<file path="src/rtl/icache.sv">
// Direct-mapped, read-only instruction cache with one outstanding line fill (IDLE/REQ/WAIT).
// Define ICACHE_STATS_EN to add saturating HitCount/MissCount outputs.
module icache #(
  parameter int unsigned WORD_SIZE  = 32,
  parameter int unsigned NUM_LINES  = 4,
  parameter int unsigned LINE_WORDS = 4
) (
  input  logic                            clk,
  input  logic                            rst,
  input  logic [WORD_SIZE-1:0]            PC,
  input  logic                            Fetch,
  output logic [WORD_SIZE-1:0]            Instr,
  output logic                            Stall,
  output logic                            MemRead,
  output logic [WORD_SIZE-1:0]            MemPC,
  input  logic                            MemReady,
  input  logic [LINE_WORDS*WORD_SIZE-1:0] MemLine
`ifdef ICACHE_STATS_EN
  ,
  output logic [15:0]                     HitCount,
  output logic [15:0]                     MissCount
`endif
);

  localparam int unsigned BYTE_W  = $clog2(WORD_SIZE / 8);
  localparam int unsigned OFF_W   = $clog2(LINE_WORDS);
  localparam int unsigned IDX_W   = $clog2(NUM_LINES);
  localparam int unsigned IDX_LSB = BYTE_W + OFF_W;
  localparam int unsigned TAG_LSB = IDX_LSB + IDX_W;
  localparam int unsigned TAG_W   = WORD_SIZE - TAG_LSB;
  localparam int unsigned LINE_W  = LINE_WORDS * WORD_SIZE;
  localparam int unsigned LADDR_W = WORD_SIZE - IDX_LSB;

  typedef enum logic [1:0] {
    S_IDLE = 2'd0,
    S_REQ  = 2'd1,
    S_WAIT = 2'd2
  } state_e;

  state_e               state_q, state_d;
  logic [NUM_LINES-1:0] valid_q, valid_d;
  logic [LADDR_W-1:0]   miss_line_q, miss_line_d;
  logic                 mem_read_q, mem_read_d;
  logic [TAG_W-1:0]     tag_q  [NUM_LINES];
  logic [LINE_W-1:0]    data_q [NUM_LINES];

  logic [OFF_W-1:0]     pc_off;
  logic [IDX_W-1:0]     pc_idx;
  logic [TAG_W-1:0]     pc_tag;
  logic [IDX_W-1:0]     miss_idx;
  logic [TAG_W-1:0]     miss_tag;
  logic [LINE_W-1:0]    line_rd;
  logic                 hit;
  logic                 miss;
  logic                 fill_we;
  logic                 unused_pc_byte;

  assign pc_off         = PC[IDX_LSB-1:BYTE_W];
  assign pc_idx         = PC[TAG_LSB-1:IDX_LSB];
  assign pc_tag         = PC[WORD_SIZE-1:TAG_LSB];
  assign miss_idx       = miss_line_q[IDX_W-1:0];
  assign miss_tag       = miss_line_q[LADDR_W-1:IDX_W];
  assign unused_pc_byte = ^PC[BYTE_W-1:0];
  assign MemRead        = mem_read_q;
  assign MemPC          = {miss_line_q, {IDX_LSB{1'b0}}};

  // Zero-latency lookup; only meaningful in IDLE
  always_comb begin
    line_rd = data_q[pc_idx];
    hit     = Fetch && valid_q[pc_idx] && (tag_q[pc_idx] == pc_tag) && (state_q == S_IDLE);
    miss    = Fetch && !hit && (state_q == S_IDLE);
    Instr   = line_rd[WORD_SIZE-1:0];
    for (int unsigned w = 0; w < LINE_WORDS; w++) begin
      if (pc_off == OFF_W'(w)) Instr = line_rd[w*WORD_SIZE +: WORD_SIZE];
    end
  end

  // Fill sequencer; REQ only advances once a stale MemReady has dropped
  always_comb begin
    state_d     = state_q;
    valid_d     = valid_q;
    miss_line_d = miss_line_q;
    fill_we     = 1'b0;
    Stall       = 1'b0;
    unique case (state_q)
      S_IDLE: begin
        Stall = miss;
        if (miss) begin
          state_d     = S_REQ;
          miss_line_d = PC[WORD_SIZE-1:IDX_LSB];
        end
      end
      S_REQ: begin
        Stall = 1'b1;
        if (!MemReady) state_d = S_WAIT;
      end
      S_WAIT: begin
        Stall = 1'b1;
        if (MemReady) begin
          fill_we           = 1'b1;
          valid_d[miss_idx] = 1'b1;
          state_d           = S_IDLE;
        end
      end
      default: state_d = S_IDLE;
    endcase
    mem_read_d = (state_d == S_REQ);
  end

  always_ff @(posedge clk or negedge rst) begin
    if (!rst) begin
      state_q     <= S_IDLE;
      valid_q     <= '0;
      miss_line_q <= '0;
      mem_read_q  <= 1'b0;
    end else begin
      state_q     <= state_d;
      valid_q     <= valid_d;
      miss_line_q <= miss_line_d;
      mem_read_q  <= mem_read_d;
    end
  end

  // Tag/data arrays are not reset; the valid bits alone qualify them
  always_ff @(posedge clk) begin
    if (fill_we) begin
      tag_q[miss_idx]  <= miss_tag;
      data_q[miss_idx] <= MemLine;
    end
  end

`ifdef ICACHE_STATS_EN
  logic [15:0] hit_cnt_q, hit_cnt_d;
  logic [15:0] miss_cnt_q, miss_cnt_d;

  always_comb begin
    hit_cnt_d  = hit_cnt_q;
    miss_cnt_d = miss_cnt_q;
    if (hit && (hit_cnt_q != 16'hFFFF))   hit_cnt_d  = hit_cnt_q + 16'd1;
    if (miss && (miss_cnt_q != 16'hFFFF)) miss_cnt_d = miss_cnt_q + 16'd1;
  end

  always_ff @(posedge clk or negedge rst) begin
    if (!rst) begin
      hit_cnt_q  <= '0;
      miss_cnt_q <= '0;
    end else begin
      hit_cnt_q  <= hit_cnt_d;
      miss_cnt_q <= miss_cnt_d;
    end
  end

  assign HitCount  = hit_cnt_q;
  assign MissCount = miss_cnt_q;
`endif

endmodule

</file>
<file path="config.mk">
export PLATFORM = sky130hd
export DESIGN_NAME = icache
export DESIGN_NICKNAME = d
export VERILOG_FILES = /design/src/rtl/icache.sv
export SDC_FILE = /design/constraint.sdc
export NUM_CORES = 1
export LEC_CHECK = 0
export ABC_CLOCK_PERIOD_IN_PS = 17700
export CORE_MARGIN = 5
export CORE_UTILIZATION = 57
export DETAILED_ROUTE_END_ITERATION = 8
export PLACE_DENSITY = 0.83
export SETUP_SLACK_MARGIN = 0.15
export SLEW_MARGIN = 0
export SYNTH_ARGS = -nofsm -noshare
export SYNTH_HDL_FRONTEND = slang
export SYNTH_SLANG_ARGS = --single-unit
</file>
<file path="constraint.sdc">
create_clock -name clk -period 17.7 [get_ports clk]
set_input_delay 3.54 -clock clk [delete_from_list [all_inputs] [get_ports clk]]
set_output_delay 3.54 -clock clk [all_outputs]
set_load 0.01 [all_outputs]
</file>
* Yosys cells after proc, flatten, opt, wreduce, memory -nomap -nowiden
Memory sizes are Yosys's and may differ from the RTL's.
Index checks and enable logic that the tools add are counted.
** Storage, ports and cells
- Flip-flop bits (word level) :: 35
- RAM bits :: 616
- Bits of input ports :: 164
- Output and inout port bits :: 66
- Word-level logic and storage cells :: 44
- Memories kept :: 2
** Cells by class
- Magnitude comparators :: 3
- Equal/unequal tests :: 7
- Muxes and demuxes :: 16
- Bitwise gates (word level) :: 1
- Reductions and logical operators :: 11
** Memory list
- data_q :: words 4, bits a word 128, rd ports 1, clocked after memory_dff 0, wr ports 1, RTL line 45 : logic [LINE_W-1:0] data_q [NUM_LINES];
- tag_q :: words 4, bits a word 26, rd ports 1, clocked after memory_dff 0, wr ports 1, RTL line 44 : logic [TAG_W-1:0] tag_q [NUM_LINES];
** Operators by type and width (number)
- $mux 32 :: 3
- $eq 26x26->1 :: 1
- $eq 2x1->1 const B :: 3
- $eq 2x2->1 const B :: 3
- $logic_and 1x1->1 :: 6
- $lt 2x3->1 const B :: 2
- $mux 1 :: 6
- $mux 2 :: 3
- $pmux 2 s3 :: 1
- $or 4x4->4 :: 1
- $reduce_and 2->1 :: 2
- $bmux 1 s2 :: 1
- $demux 1 s2 :: 1
- $ge 2x1->1 const B :: 1
- $logic_not 2->1 :: 1
- $pmux 1 s2 :: 1
- $reduce_or 2->1 :: 1
- $logic_not 1->1 :: 1

* Longest topological paths before layout
- Word-level depth :: 11
- Mapped depth :: 11
- Mapped depth without buffers :: 7

* Worst setup path after synthesis
No wires, ideal clock.
- Path kind :: input -> register
- Start :: input MemReady
- End :: register valid_q[1]
- Library setup time :: 0.136 ns
- Arrival :: 15.780 ns
- Data required time :: 17.564 ns
- Slack :: 1.783 ns
- Stages on the path :: 3
- Path buffers :: 0
- Cell sequence :: nand2_1 > nor3b_1 > or2_2
** Between the ends
- Word-level cells in the longest chain between the ends :: 1
** RTL lines
- from (decl) :: RTL line 16 : input logic MemReady,
- $reduce_and 2->1 (no line)
- to (signal assigned) :: RTL line 118 : valid_q <= valid_d;
- to (decl) :: RTL line 41 : logic [NUM_LINES-1:0] valid_q, valid_d;
Every way passes these cells.
A chain may end at the register's enable or synchronous reset.

* Worst setup path in the final report
- Start :: input PC[4]
- End :: output Stall
** Between the ends
- Word-level cells in the longest chain between the ends :: 9
- Elaborated cells between the ends (all ways) :: 11
- Those cells by class :: eq/ne: 1; mux: 3; reduce/logical: 6; memory: 1
** RTL lines
- from (decl) :: RTL line 10 : input logic [WORD_SIZE-1:0] PC,
- parallel branches: the longest is 3 deep, another holds $mem_v2 4x26
- $logic_and 1x1->1 (*) (2 in series) :: RTL line 70 : hit = Fetch && valid_q[pc_idx] && (tag_q[pc_idx] == pc_tag) && (state_q == S_IDLE);
- $logic_not 1->1 (*) :: RTL line 71 : miss = Fetch && !hit && (state_q == S_IDLE);
- $logic_and 1x1->1 (*) (2 in series) :: RTL line 71
- $pmux 1 s2 (*) :: RTL line 85 : unique case (state_q)
- to (decl) :: RTL line 13 : output logic Stall,
Every way passes the cells marked *. The select of a mux whose other input is x is not followed.

==> results.toml <==
[global_route]
grt_start_max_net_pins = 156
grt_pass1_vias = 12300
grt_use_total = 0.213
grt_first_pass_wirelength_um = 76800
grt-ovfl-total = 0
initial_antenna_violation_count = 9

[synth]
ys_warn_count = 0
ys_seq_area_frac = 0.769
syn-instance-count = 1056
netlist.top_cell.by_area = "sky130_fd_sc_hd__edfxtp_1"
syn_area_per_cell_um2 = 23.8
number_of_distinct_standard_cells_referenced_by_the_synthesized_netlist = 51
synth_area_um2 = 25200
synthDominantCellAreaShare = 0.735
ys_ff_latch = 651
post_synth_main_area_contributors = "sky130_fd_sc_hd__edfxtp_1 73%, sky130_fd_sc_hd__mux4_2 15%, sky130_fd_sc_hd__dfrtp_1 3.5%"

[cells_and_area]
final_layout_size_suffix_gt1_frac = 0.236
most-common-layout-cells = "616 x sky130_fd_sc_hd__edfxtp_1, 219 x sky130_fd_sc_hd__clkdlybuf4s50_1, 171 x sky130_fd_sc_hd__mux4_2"
finish.instance_area_um2 = 30100
mostFrequentLayoutCell = "sky130_fd_sc_hd__edfxtp_1"
final_net_count = 1474
finish.cell_count_without_fillers = 1955
synthToLayoutAreaGrowth_pct = 19.5

[worst_setup_path]
worst-path-buf-inv = 3
startpoint_to_endpoint_class_of_the_critical_path = "primary input to output pin"
setup.worst_path.end_class = "output pin"
cp_cell_sequence = "buf_8 -> buf_4 -> mux4_2 -> xnor2_1 -> nand4_1 -> nor4b_2 -> nand4_1 -> o41ai_4 -> a21oi_1 -> clkdlybuf4s50_1"
timing.critical_path.from_type = "primary input"
worstPathRequired_ns = 14.16
cp_top_family = "buffers and inverters"
critPathCapture = "Stall"
critPathMaxFanout = 62
setup.worst_path.start = "PC[4]"
critical_path.max_stage_delay_ns = 0.81
regToRegEndpoint = "miss_line_q[19]$_DFFE_PN0P_"
crit_path_top_delay_cell = "sky130_fd_sc_hd__buf_4"
critical_path_cell_count = 10
rr_startpoint = "tag_q[3][14]$_DFFE_PP_"
worst_r2r_path_depth = 8
worstPathArrival_ns = 7.53
ff2ff_setup_slack_ns = 14.55
cp_common_cell = "sky130_fd_sc_hd__nand4_1"

[worst_hold_path]
worstHoldPathType = "register to register"

[place]
detailed_place.area_um2 = 28000
post_detail_place_hpwl_um = 27700
placed_insts = 1835
gp_congestion = 0.778
placement_setup_slack_ns = 6.60
port_buffers = 223

[floorplanning]
ios = 230
core_um2 = 43900
die_ht_um = 220
start_util = 0.573
rows = 77
die_width_um = 220
die_area_um2 = 48500

[timing]
timing.final.ws_setup_ns = 6.63
finalClockSkew_ns = 0.0335
fin_crit_ns = 11.07
clock.fmax_mhz = 90.4
worstMarginPinSlew_ns = 1.08
grt_setup_unrepaired = "false"
sum_of_negative_setup_slack_ns = 0
setup_viol = 0
report.final.hold_viol_count = 0
post_route_clock_period_utilization = 0.625
drv_slew = 0
slew_headroom = 0.279

[clock_network]
cts.repair.resized = 0
h-tree-depth = 2
worst_skew_pair.late_latency_ns = 0.64
cts_tree = "yes"
clockRootBuffer = "sky130_fd_sc_hd__clkbuf_16"
cts-hold-fix-buffers = 0
clk_transition_reported_paths_ns = 0.06
cts_post_setup_buffers_inserted = 0
cts_max_path_buffers = 3
cts_buffers = 61
clock-sinks = 651

[power_and_ir_drop]
share_seq_of_total_power = 0.519
ir_drop_v = 0.000101
share_comb_of_total_power = 0.124
power.switching_fraction = 0.227
finalPower_mw = 3.71
clock_power_share = 0.356
power.net_switching_mw = 0.843
p_int_mw = 2.87
cellPowerDensity_nw_per_um2 = 123
p_leak_nw = 9.79

[status]
outcome = "complete, no violations"

[drt]
drt-vias-per-instance = 5.99
routed_wl_um = 51100
avgRoutedWirePerCell_um = 26.1
drt_pre_antenna_iters = 5
detail_route.drc_violations = 0
antenna_violating_nets_post_route = 0
dr_total_vias = 11700
first_iter_violations = 1065

[run]
timing.max_cap.violations = 0
==> through the flow <==
| stage | util | hold slack (ns) |
|---|---|---|
| finish | 0.685 | 0.469 |
| global route | 0.685 | 0.501 |
| CTS | 0.685 | 0.468 |
| detailed placement | 0.638 | 0.454 |
| global placement | 0.638 | 0.446 |
| floorplan | - | 0.432 |
==> final cells by class <==
class	instances	area, um^2
antenna	6	15.0
clock buffer	70	1560
clock inverter	44	490
fill	2670	13800
inverter	9	33.8
multi-input combinational	347	5510
sequential	651	19400
tap	592	741
timing repair buffer	236	2370
==> registers in the layout, indices dropped and copies added, names as in the netlist <==
name         flops
MemRead          1
state_q          2
data_q         512
tag_q          104
valid_q          4
miss_line_q     28
==> power by group through the flow <==
stage,logic [mW],registers (mW),clock network (mW)
finish,0.462,1.93,1.32
global route,0.488,1.94,1.42
CTS,0.469,1.93,1.34
detailed placement,0.463,1.96,0
global placement,0.455,1.94,0
floorplan,0.238,1.97,0
==> cell usage after synthesis, drive strengths merged <==
cell type,instances
nand2,12
o221ai,1
xor2,7
o211ai,3
ha,4
nor4b,1
edfxtp,616
a31oi,2
o41ai,1
a21o,1
o32ai,1
xnor2,14
buf,30
a22oi,2
a2bb2oi,1
a221oi,1
and4,2
and2,2
or2,5
nand2b,4
o22ai,1
nand3,3
mux2,29
or4,1
o311a,1
mux2i,25
a21oi,6
nor2b,4
or3,1
nor3b,2
mux4,177
nor3,5
nor4bb,1
nor4,2
nor2,4
conb,1
nand4,6
a211oi,1
clkbuf,22
o21ai,9
a32o,1
dfrtp,35
inv,9
==> per-layer routing <==
metal	GRT usage	vias to the layer above	part of all wire
li1	-	5004	-
met1	0.298	6180	0.40
met2	0.338	424	0.50
met3	0.0555	100	0.068
met4	0.0662	8	0.030
met5	0	-	0.00098
==> kinds of logic after synthesis <==
group	synth area share
simple gates	0.0128
xor+xnor	0.00730
compound gates	0.00909
buf+inv	0.0130
flops	0.769
mux	0.186
fa+ha+maj	0.00199
other cells	0.000149
==> worst reg2reg max path, delay by kind of cell (launching register included) <==
kind                   cells  cell delay, ns
multiplexers               2            0.85
AND/OR/NAND/NOR            3            0.73
buffers and inverters      1            0.57
flip-flops                 1            0.36
AO/OA/AOI/OAI              1            0.34
XOR/XNOR                   1            0.19
==> how the worst min path moves through the flow <==
| stage | from | to | depth (start not counted) |
|---|---|---|---|
| 6_report | valid_q[0]$_DFFE_PN0P_ | valid_q[0]$_DFFE_PN0P_ | 1 |
| 5_1_grt | valid_q[1]$_DFFE_PN0P_ | valid_q[1]$_DFFE_PN0P_ | 1 |
| 4_1_cts | valid_q[0]$_DFFE_PN0P_ | valid_q[0]$_DFFE_PN0P_ | 1 |
| 3_5_place_dp | valid_q[0]$_DFFE_PN0P_ | valid_q[0]$_DFFE_PN0P_ | 1 |
| 3_3_place_gp | valid_q[0]$_DFFE_PN0P_ | valid_q[0]$_DFFE_PN0P_ | 1 |
| 2_1_floorplan | valid_q[0]$_DFFE_PN0P_ | valid_q[0]$_DFFE_PN0P_ | 1 |
(Power assumes the default switching activity.)
